File: src/rtl/mem_access_stage.sv
// Memory stage: drives a req/ack data-memory transaction and stalls upstream.
// Optional MEM_TIMEOUT_EN: forced completion after TIMEOUT BUSY cycles.
module mem_access_stage #(
    parameter int DATA_W      = 16,
    parameter int STALL_CNT_W = 16
`ifdef MEM_TIMEOUT_EN
    ,
    parameter int TIMEOUT     = 255
`endif
) (
    input  logic                   clk,
    input  logic                   rst_n,
    input  logic                   mem_read_in,
    input  logic                   mem_write_in,
    input  logic [DATA_W-1:0]      alu_result_in,
    input  logic [DATA_W-1:0]      store_data_in,
    input  logic [3:0]             dstReg_in,
    input  logic                   reg_write_in,
    output logic                   dmem_req,
    output logic                   dmem_we,
    output logic [DATA_W-1:0]      dmem_addr,
    output logic [DATA_W-1:0]      dmem_wdata,
    input  logic                   dmem_ack,
    input  logic [DATA_W-1:0]      dmem_rdata,
    output logic                   stall_out,
    output logic [DATA_W-1:0]      read_data_out,
    output logic [DATA_W-1:0]      alu_result_out,
    output logic [3:0]             dstReg_out,
    output logic                   reg_write_out,
    output logic [STALL_CNT_W-1:0] stall_cycles
`ifdef MEM_TIMEOUT_EN
    ,
    output logic                   timeout_err
`endif
);

    typedef enum logic [1:0] {
        IDLE = 2'd0,
        BUSY = 2'd1,
        DONE = 2'd2
    } state_e;

    state_e state_q, state_d;

    logic                   we_q, we_d;
    logic                   load_q, load_d;
    logic [DATA_W-1:0]      addr_q, addr_d;
    logic [DATA_W-1:0]      wdata_q, wdata_d;
    logic [DATA_W-1:0]      rdata_q, rdata_d;
    logic [STALL_CNT_W-1:0] stall_cnt_q, stall_cnt_d;

    logic access;
    logic tmo_hit;

    // Gated by rst_n so a held EX/MEM access cannot raise req during reset.
    assign access = (mem_read_in | mem_write_in) & rst_n;

`ifdef MEM_TIMEOUT_EN
    logic [7:0] tmo_cnt_q, tmo_cnt_d;
    logic       tmo_err_q, tmo_err_d;

    assign tmo_hit = (state_q == BUSY) && !dmem_ack
                     && (tmo_cnt_q == 8'(TIMEOUT - 1));

    always_comb begin
        tmo_cnt_d = 8'd0;
        if (state_q == BUSY) begin
            tmo_cnt_d = tmo_cnt_q + 8'd1;
        end
        tmo_err_d = tmo_err_q | tmo_hit;
    end

    always_ff @(posedge clk or negedge rst_n) begin
        if (!rst_n) begin
            tmo_cnt_q <= 8'd0;
            tmo_err_q <= 1'b0;
        end else begin
            tmo_cnt_q <= tmo_cnt_d;
            tmo_err_q <= tmo_err_d;
        end
    end

    assign timeout_err = tmo_err_q;
`else
    assign tmo_hit = 1'b0;
`endif

    always_ff @(posedge clk or negedge rst_n) begin
        if (!rst_n) begin
            state_q <= IDLE;
        end else begin
            state_q <= state_d;
        end
    end

    always_comb begin
        state_d = state_q;
        unique case (state_q)
            IDLE: begin
                if (access) begin
                    state_d = BUSY;
                end
            end
            BUSY: begin
                if (dmem_ack || tmo_hit) begin
                    state_d = DONE;
                end
            end
            DONE: state_d = IDLE;
            default: state_d = IDLE;
        endcase
    end

    always_comb begin
        we_d    = we_q;
        load_d  = load_q;
        addr_d  = addr_q;
        wdata_d = wdata_q;
        rdata_d = rdata_q;
        if (state_q == IDLE && access) begin
            we_d    = mem_write_in;
            load_d  = ~mem_write_in;
            addr_d  = alu_result_in;
            wdata_d = store_data_in;
        end
        if (state_q == BUSY) begin
            if (dmem_ack) begin
                rdata_d = load_q ? dmem_rdata : '0;
            end else if (tmo_hit) begin
                rdata_d = '1;
            end
        end
    end

    always_comb begin
        stall_cnt_d = stall_cnt_q;
        if (stall_out && !(&stall_cnt_q)) begin
            stall_cnt_d = stall_cnt_q + 1'b1;
        end
    end

    always_ff @(posedge clk or negedge rst_n) begin
        if (!rst_n) begin
            we_q        <= 1'b0;
            load_q      <= 1'b0;
            addr_q      <= '0;
            wdata_q     <= '0;
            rdata_q     <= '0;
            stall_cnt_q <= '0;
        end else begin
            we_q        <= we_d;
            load_q      <= load_d;
            addr_q      <= addr_d;
            wdata_q     <= wdata_d;
            rdata_q     <= rdata_d;
            stall_cnt_q <= stall_cnt_d;
        end
    end

    always_comb begin
        dmem_req      = 1'b0;
        dmem_we       = 1'b0;
        dmem_addr     = '0;
        dmem_wdata    = '0;
        stall_out     = 1'b0;
        read_data_out = '0;
        unique case (state_q)
            IDLE: begin
                if (access) begin
                    dmem_req   = 1'b1;
                    dmem_we    = mem_write_in;
                    dmem_addr  = alu_result_in;
                    dmem_wdata = store_data_in;
                    stall_out  = 1'b1;
                end
            end
            BUSY: begin
                dmem_req   = 1'b1;
                dmem_we    = we_q;
                dmem_addr  = addr_q;
                dmem_wdata = wdata_q;
                stall_out  = 1'b1;
            end
            DONE: read_data_out = rdata_q;
            default: ;
        endcase
    end

    assign reg_write_out  = reg_write_in & ~stall_out;
    assign alu_result_out = alu_result_in;
    assign dstReg_out     = dstReg_in;
    assign stall_cycles   = stall_cnt_q;

endmodule

File: config.mk
export PLATFORM = sky130hd
export DESIGN_NAME = mem_access_stage
export DESIGN_NICKNAME = d
export VERILOG_FILES = /design/src/rtl/mem_access_stage.sv
export SDC_FILE = /design/constraint.sdc
export NUM_CORES = 1
export LEC_CHECK = 0
export ABC_CLOCK_PERIOD_IN_PS = 1890
export CELL_PAD_IN_SITES_DETAIL_PLACEMENT = 1
export CELL_PAD_IN_SITES_GLOBAL_PLACEMENT = 2
export CORE_MARGIN = 3
export CORE_UTILIZATION = 21
export CTS_CLUSTER_SIZE = 10
export DETAILED_ROUTE_END_ITERATION = 7
export PLACE_DENSITY_LB_ADDON = 0.12
export RECOVER_POWER = 100
export SYNTH_ARGS = -nofsm -noshare
export SYNTH_HDL_FRONTEND = slang
export SYNTH_SLANG_ARGS = --single-unit
File: constraint.sdc
create_clock -name clk -period 1.89 [get_ports clk]
set_input_delay 0.4725 -clock clk [delete_from_list [all_inputs] [get_ports clk]]
set_output_delay 0.4725 -clock clk [all_outputs]
set_load 0.005 [all_outputs]
==> reports/metrics.csv, run 1 <==
stage,metric,value,unit
finish,area_delta_synth_final,94.2,%
drt,dr_wl_met3,684,um
power,seq_power_share,28.7,%
critical_path,worstSetupEndpointType,primary output,
yosys,synth_nets,465,
grt,antenna_found_initial,1,
grt,grt_pass1_vias,3878,
yosys,yosys_most_used_dff,dfrtp_1,
floorplanning,core,15500,um^2
sta,finalWorstSetupSlack,-0.398,ns
sta,hold_viol_final,0,
drt,routedWlPerCell,15.1,um
finish,nFillCells,1798,
critical_path,required,1.42,ns
drt,wl_met1,5400,um
sta,fmax,437,MHz
drt,drt_iter0_drc,59,
drt,vias_per_cell,4.16,
clocking,cts_tree,done,
hold_path,hold_class,in -> async,
drt,topRoutingLayerUsed,met5,
placement,placed_cells,765,
yosys,synth_area,3410,um^2
power,powerDensity,1350,nW/um^2
grt,grt_pass1_wl,20600,um
placement,place_area,5250,um^2
drt,via_count,3517,
floorplanning,rows,45,
sta,finalSetupTns,-14.18,ns
clocking,cts_made_buffers,9,
placement,gp_congestion,0.733,
clocking,clk_pin_slew_worst_paths,0.06,ns
finish,stdcell_count,846,
yosys,synth_edf_count,0,
power,swShare,35.0,%
floorplanning,dieArea,17800,um^2
status,status,"finished, violations left",
sta,finalCritPeriodShare,121,%
yosys,ys_async_sr_fraction,100,%
sta,finalMaxSlewViolations,0,
placement,hpwlAfterDp,7970,um
grt,grt_usage,14.5,%
critical_path,cp_max_fo,7,
yosys,yosysWarnings,0,
clocking,root_buffer,clkbuf_16,
grt,grt_max_degree,51,
power,p_int,5820,uW
clocking,clock_latency,0.34,ns
clocking,htree_levels,3,
drt,wl_met2,6520,um
finish,final_nets,689,
status,violations,setup timing,
yosys,ys_types,39,
clocking,cts_hold_buf,0,
floorplanning,die_h,134,um
floorplanning,top_level_ports,146,
critical_path,slowest_stage,dfrtp_1,
drt,first_pass_iters,4,
finish,drive_gt1_share,46.9,%
critical_path,crit_path_frequent_cell,buf_12,
floorplanning,start_util,22.0,%
placement,io_buffers,137,
power,clockPowerShare,21.2,%
clocking,clock_path_buffers,2,
grt,grt-ovfl-total,0,
critical_path,crit_type,reg -> out,
clocking,cts.sinks,68,
power,power.ir.vdd_worst,0.734,mV
finish,n_antenna_cell,0,
power,p_leak,0.00328,uW
yosys,synth_cells,406,
flow_run,max_cap_violations,0,
sta,min_period,2.29,ns
sta,rsz0062_at_grt,yes,
critical_path,worst_setup_path_start_kind,flop,
floorplanning,die_w,134,um
yosys,synth.avg_cell_area,8.41,um^2
power,p_sw,3130,uW
sta,setup_violations,52,
drt,routed_wl,12800,um
critical_path,max_stage_delay,0.43,ns
sta,slew_headroom,54.2,%
yosys,yosysSeqAreaShare,49.8,%
critical_path,cp_cell_sequence,nor3b_4 > o21a_4 > buf_12 > buf_12 > buf_12 > nand2_4 > nand2_2 > buf_2,
power,combPwrFrac,50.1,%
yosys,ys_seq_elements,68,
critical_path,critPathArrivalTime,1.82,ns
drt,final_antenna_net_count,0,
sta,fin_skew,0.00298,ns
finish,final_cell_area,6630,um^2
drt,drc,0,
sta,worstMarginPinSlew,0.687,ns
==> state kept, by name, indices dropped and copies added, names as in the netlist <==
register	flops
load_q	1
rdata_q	16
addr_q	16
state_q	2
wdata_q	16
stall_cycles	16
we_q	1
==> what timing repair did <==
item	4_1_cts	5_1_grt
gates cloned	3	3
buffers inserted	55	13
resized for setup	363	75
pin swaps	51	31
setup endpoints to repair	69	70
==> final cells by class <==
cell class	instances	area (um^2)	share of cell area (%)
Clock inverter	4	70.1	1.06
Inverter	3	16.3	0.245
Clock buffer	12	267	4.02
Timing Repair Buffer	253	2410	36.4
Multi-Input combinational cell	295	1890	28.6
Sequential cell	68	1710	25.7
Tap cell	211	264	3.98
==> cells in the final DEF, fill, tap and decap left out, types with 4 or more instances in the layout <==
| cell type | instances |
|---|---|
| dlygate4sd2_1 | 18 |
| nand2_4 | 21 |
| xor2_1 | 14 |
| nand4_1 | 4 |
| nand2_2 | 36 |
| and2_4 | 16 |
| buf_2 | 25 |
| nand2_1 | 132 |
| nor4_2 | 4 |
| o21ai_0 | 16 |
| nand3_1 | 4 |
| a21oi_2 | 12 |
| buf_4 | 75 |
| buf_8 | 4 |
| clkbuf_16 | 11 |
| buf_12 | 11 |
| buf_6 | 51 |
| nor3_1 | 4 |
| dfrtp_1 | 65 |
| clkdlybuf4s50_1 | 66 |
==> worst paths after layout <==
check,to,slack (ns),cells after the start,startpoint
max,dmem_wdata[1],-0.40,8,state_q[0]
min,rdata_q[3],0.21,2,rst_n
max reg2reg,addr_q[7],0.09,10,state_q[0]
min reg2reg,wdata_q[11],0.47,2,wdata_q[11]
max in group asynchronous,stall_cycles[4],0.67,3,rst_n
min in group clk,wdata_q[11],0.47,2,wdata_q[11]
==> per-layer routing <==
metal / global-route usage [%] / up-vias
li1: - / 1721
met1: 17.4 / 1705
met2: 25.1 / 76
met3: 4.72 / 13
met4: 3.83 / 2
met5: 0 / -
==> per-stage QoR <==
| stage | setup slack, ns | hold WS (ns) | util, % | power, uW |
|---|---|---|---|---|
| global route | -0.477 | 0.212 | 42.7 | 9690 |
| detailed placement | -0.819 | 0.463 | 33.8 | 5890 |
| floorplan | 0.0181 | 0.177 | - | 3920 |
| CTS | -0.488 | 0.115 | 40.6 | 8530 |
| global placement | -0.800 | 0.455 | 33.8 | 5820 |
| finish | -0.398 | 0.210 | 42.7 | 8960 |
==> cell usage after synthesis (2+ instances only) <==
library cell  count  area share, %
nor4_1            3           0.55
and2_1           18            3.3
buf_2             4           0.59
nand3_1           5           0.73
clkbuf_1         12            1.3
nor3_1            5           0.73
inv_1             3           0.33
nand4_1           4           0.73
xor2_1           14            3.6
dfrtp_1          68             50
buf_6             2           0.66
a21oi_1          16            2.3
o21ai_0          16            2.3
nor4_2            2           0.73
nor2b_1           2           0.37
nand2_1         189             21
buf_4            21            4.6
==> power by group through the flow <==
stage               Clock (uW)  Sequential [uW]  Combinational [uW]
floorplan                    0             2400                1510
global placement             0             2510                3300
detailed placement           0             2540                3350
CTS                       1970             2540                4010
global route              2040             2680                4960
finish                    1900             2570                4490
==> worst max-delay path: cells and delay by family, from the launching register on <==
| kind | cells | cell delay (ns) |
|---|---|---|
| buffers and inverters | 4 | 0.48 |
| and+or+nand+nor | 3 | 0.35 |
| DFF | 1 | 0.43 |
| AOI/OAI and AO/OA | 1 | 0.20 |
==> kinds of logic (layout without fill, tap and decap cells) <==
kind of cell | after synthesis | in the layout | synth area share (%)
AND/OR/NAND/NOR | 241 | 241 | 31.9
flip-flops | 68 | 68 | 49.8
buffers and inverters | 43 | 272 | 7.62
AO/OA/AOI/OAI | 37 | 37 | 6.01
XOR/XNOR | 15 | 15 | 3.85
adder cells (fa/ha/maj) | 1 | 1 | 0.366
multiplexers | 1 | 1 | 0.440
No activity file was read; power rests on OpenSTA's default activity.
==> inputs of run 2 (changes only) <==
--- a/config.mk
+++ b/config.mk
@@ -8,7 +8,7 @@
 export ABC_CLOCK_PERIOD_IN_PS = 1890
 export CELL_PAD_IN_SITES_DETAIL_PLACEMENT = 1
 export CELL_PAD_IN_SITES_GLOBAL_PLACEMENT = 2
-export CORE_MARGIN = 3
+export CORE_MARGIN = 2
 export CORE_UTILIZATION = 21
 export CTS_CLUSTER_SIZE = 10
 export DETAILED_ROUTE_END_ITERATION = 7
==> run 2 against run 1 <==
The run still ends with setup timing left; combinational power down 8.7%; total power decreased by 8.4%; largest power group unchanged; clock skew up 0.0019 ns; cell area is 4.2% lower; sequential share of layout area rose by 1.1 points; sequential power about the same; routed wire length barely moved; largest cell class unchanged.
==> reports/metrics.csv, run 2 (synthesis results as in run 1) <==
stage,metric,value,unit,change
placement,io_buffers,137,,unchanged
drt,via_count,3530,,+0.37%
finish,final_cell_area,6350,um^2,-4.2%
grt,grt_usage,15.2,%,+0.67 points
floorplanning,die_h,132,um,-1.5%
critical_path,cp_cell_sequence,nor3b_4 > o21a_4 > buf_12 > buf_16 > buf_6 > nand2_2 > nand2_1 > buf_2,,
status,violations,setup timing,,
drt,drc,0,,unchanged
flow_run,max_cap_violations,0,,unchanged
critical_path,worstSetupEndpointType,primary output,,
finish,final_common_cell,nand2_1,,
floorplanning,rows,46,,+2.2%
sta,hold_viol_final,0,,unchanged
sta,min_period,2.26,ns,-0.0242 ns
finish,drive_gt1_share,42.8,%,-4.2 points
finish,multi_input_area,1900,um^2,+0.33%
drt,drt_iter0_drc,78,,+32%
sta,finalCritPeriodShare,120,%,-1.3 points
critical_path,slowest_stage,dfrtp_2,,
sta,finalWorstSetupSlack,-0.374,ns,+0.0242 ns
clocking,clk_pin_slew_worst_paths,0.05,ns,about the same
drt,routed_wl,12800,um,about the same
placement,hpwlAfterDp,7920,um,-0.57%
critical_path,max_stage_delay,0.42,ns,about the same
drt,first_pass_iters,4,,unchanged
grt,grt_max_degree,54,,+5.9%
sta,finalMaxSlewViolations,0,,unchanged
grt,grt-ovfl-total,0,,unchanged
power,p_leak,0.00319,uW,-3.0%
finish,register_area,1710,um^2,unchanged
status,status,"finished, violations left",,
drt,vias_per_cell,4.21,,+1.3%
sta,fmax,442,MHz,+1.1%
finish,final_cell_mix,"nand2_1, buf_4, clkdlybuf4s50_1",,
sta,worstMarginPinSlew,0.816,ns,+0.129 ns
finish,stdcell_count,838,,-0.95%
sta,slew_headroom,45.6,%,-8.6 points
clocking,clock_latency,0.33,ns,about the same
finish,n_antenna_cell,0,,unchanged
grt,antenna_found_initial,0,,-1
power,power.ir.vdd_worst,0.685,mV,-6.7%
critical_path,required,1.42,ns,about the same
floorplanning,die_w,132,um,-1.5%
grt,grt_pass1_vias,3886,,+0.21%
critical_path,crit_type,reg -> out,,
placement,gp_congestion,0.722,,-1.5%
placement,placed_cells,771,,+0.78%
sta,fin_skew,0.00485,ns,+0.00187 ns
sta,setup_violations,52,,unchanged
drt,routedWlPerCell,15.2,um,+1.0%
hold_path,hold_class,in -> async,,
power,powerDensity,1290,nW/um^2,-4.3%
floorplanning,dieArea,17300,um^2,-3.0%
critical_path,worst_setup_path_start_kind,flop,,
floorplanning,top_level_ports,146,,unchanged
clocking,htree_levels,3,,unchanged
floorplanning,core,15900,um^2,+2.2%
clocking,cts.sinks,68,,unchanged
clocking,cts_hold_buf,0,,unchanged
clocking,root_buffer,clkbuf_16,,
drt,final_antenna_net_count,0,,unchanged
finish,final_nets,677,,-1.7%
grt,grt_pass1_wl,20700,um,+0.70%
finish,nFillCells,1853,,+3.1%
clocking,cts_tree,done,,
clocking,cts_made_buffers,9,,unchanged
sta,rsz0062_at_grt,yes,,
finish,area_delta_synth_final,86.0,%,
critical_path,critPathArrivalTime,1.79,ns,-0.03 ns
clocking,clock_path_buffers,2,,unchanged
placement,place_area,5250,um^2,about the same
critical_path,cp_max_fo,6,,-1
floorplanning,start_util,21.5,%,-0.48 points
run 2: cell count changes in the layout (fill, tap and decap cells not counted), sizes merged:
cell           change
buf               -11
dlygate4sd2        -1
bufinv             -2
clkdlybuf4s15      +1
run 2: metrics by stage:
step / power, uW / worst slack (ns) / TNS (ns) / utilization (%) / hold slack (ns)
after global routing: 8880 / -0.443 / -18.12 / 40.0 / 0.182
after floorplan: 3920 / 0.0181 / 0 / - / 0.177
final: 8210 / -0.374 / -14.62 / 40.0 / 0.141
after detailed placement: 5910 / -0.797 / -33.33 / 33.1 / 0.451
after global placement: 5820 / -0.747 / -32.50 / 33.1 / 0.455
after CTS: 8210 / -0.434 / -17.04 / 38.8 / 0.0958
run 2: area by class of cell:
cell class / instances / area share (%)
inverters: 3 / 0.217
well taps: 216 / 4.26
clock buffers: 13 / 4.10
flip-flops and latches: 68 / 26.9
multi-input cells: 295 / 29.9
clock inverters: 2 / 0.158
repair buffers: 241 / 34.5
run 2: worst paths after layout:
| check | slack (ns) | cells past startpoint | from | to |
|---|---|---|---|---|
| min in group clk | 0.47 | 2 | addr_q[10] | addr_q[10] |
| worst min register to register | 0.47 | 2 | addr_q[10] | addr_q[10] |
| worst max register to register | -0.04 | 13 | state_q[1] | stall_cycles[8] |
| worst max-delay path | -0.37 | 8 | state_q[1] | dmem_wdata[7] |
| worst min-delay path | 0.14 | 2 | rst_n | rdata_q[6] |
| max in group asynchronous | 0.59 | 3 | rst_n | stall_cycles[8] |
run 2: critical path, delay by kind of cell, from the launching register on:
kind / cells / cell delay (ns)
flops: 1 / 0.42
simple gates: 3 / 0.35
buf+inv: 4 / 0.45
compound gates: 1 / 0.22
run 2: repair_timing:
action / 4_1_cts / 5_1_grt
endpoints found under the hold margin: 0 / 0
setup buffers: 43 / 10
setup endpoints to repair: 69 / 59
pin swaps: 41 / 27
gates resized for setup: 354 / 48
gates cloned: 4 / 0
run 2: layer usage:
metal	up-vias	global-route usage, %	part of all wire, %	routed length (um)
met5	-	0	0	0
met4	0	7.31	2.8	356
met3	22	3.51	4.4	558
met2	87	25.5	51	6510
li1	1696	-	-	-
met1	1725	18.3	42	5350
run 2: where the power goes:
group	total (uW)	switching (uW)	leakage, uW	internal (uW)
clock network	1570	617	0.000135	949
logic	4100	1910	0.00222	2180
registers	2540	485	0.000831	2060
total	8210	3020	0.00319	5190
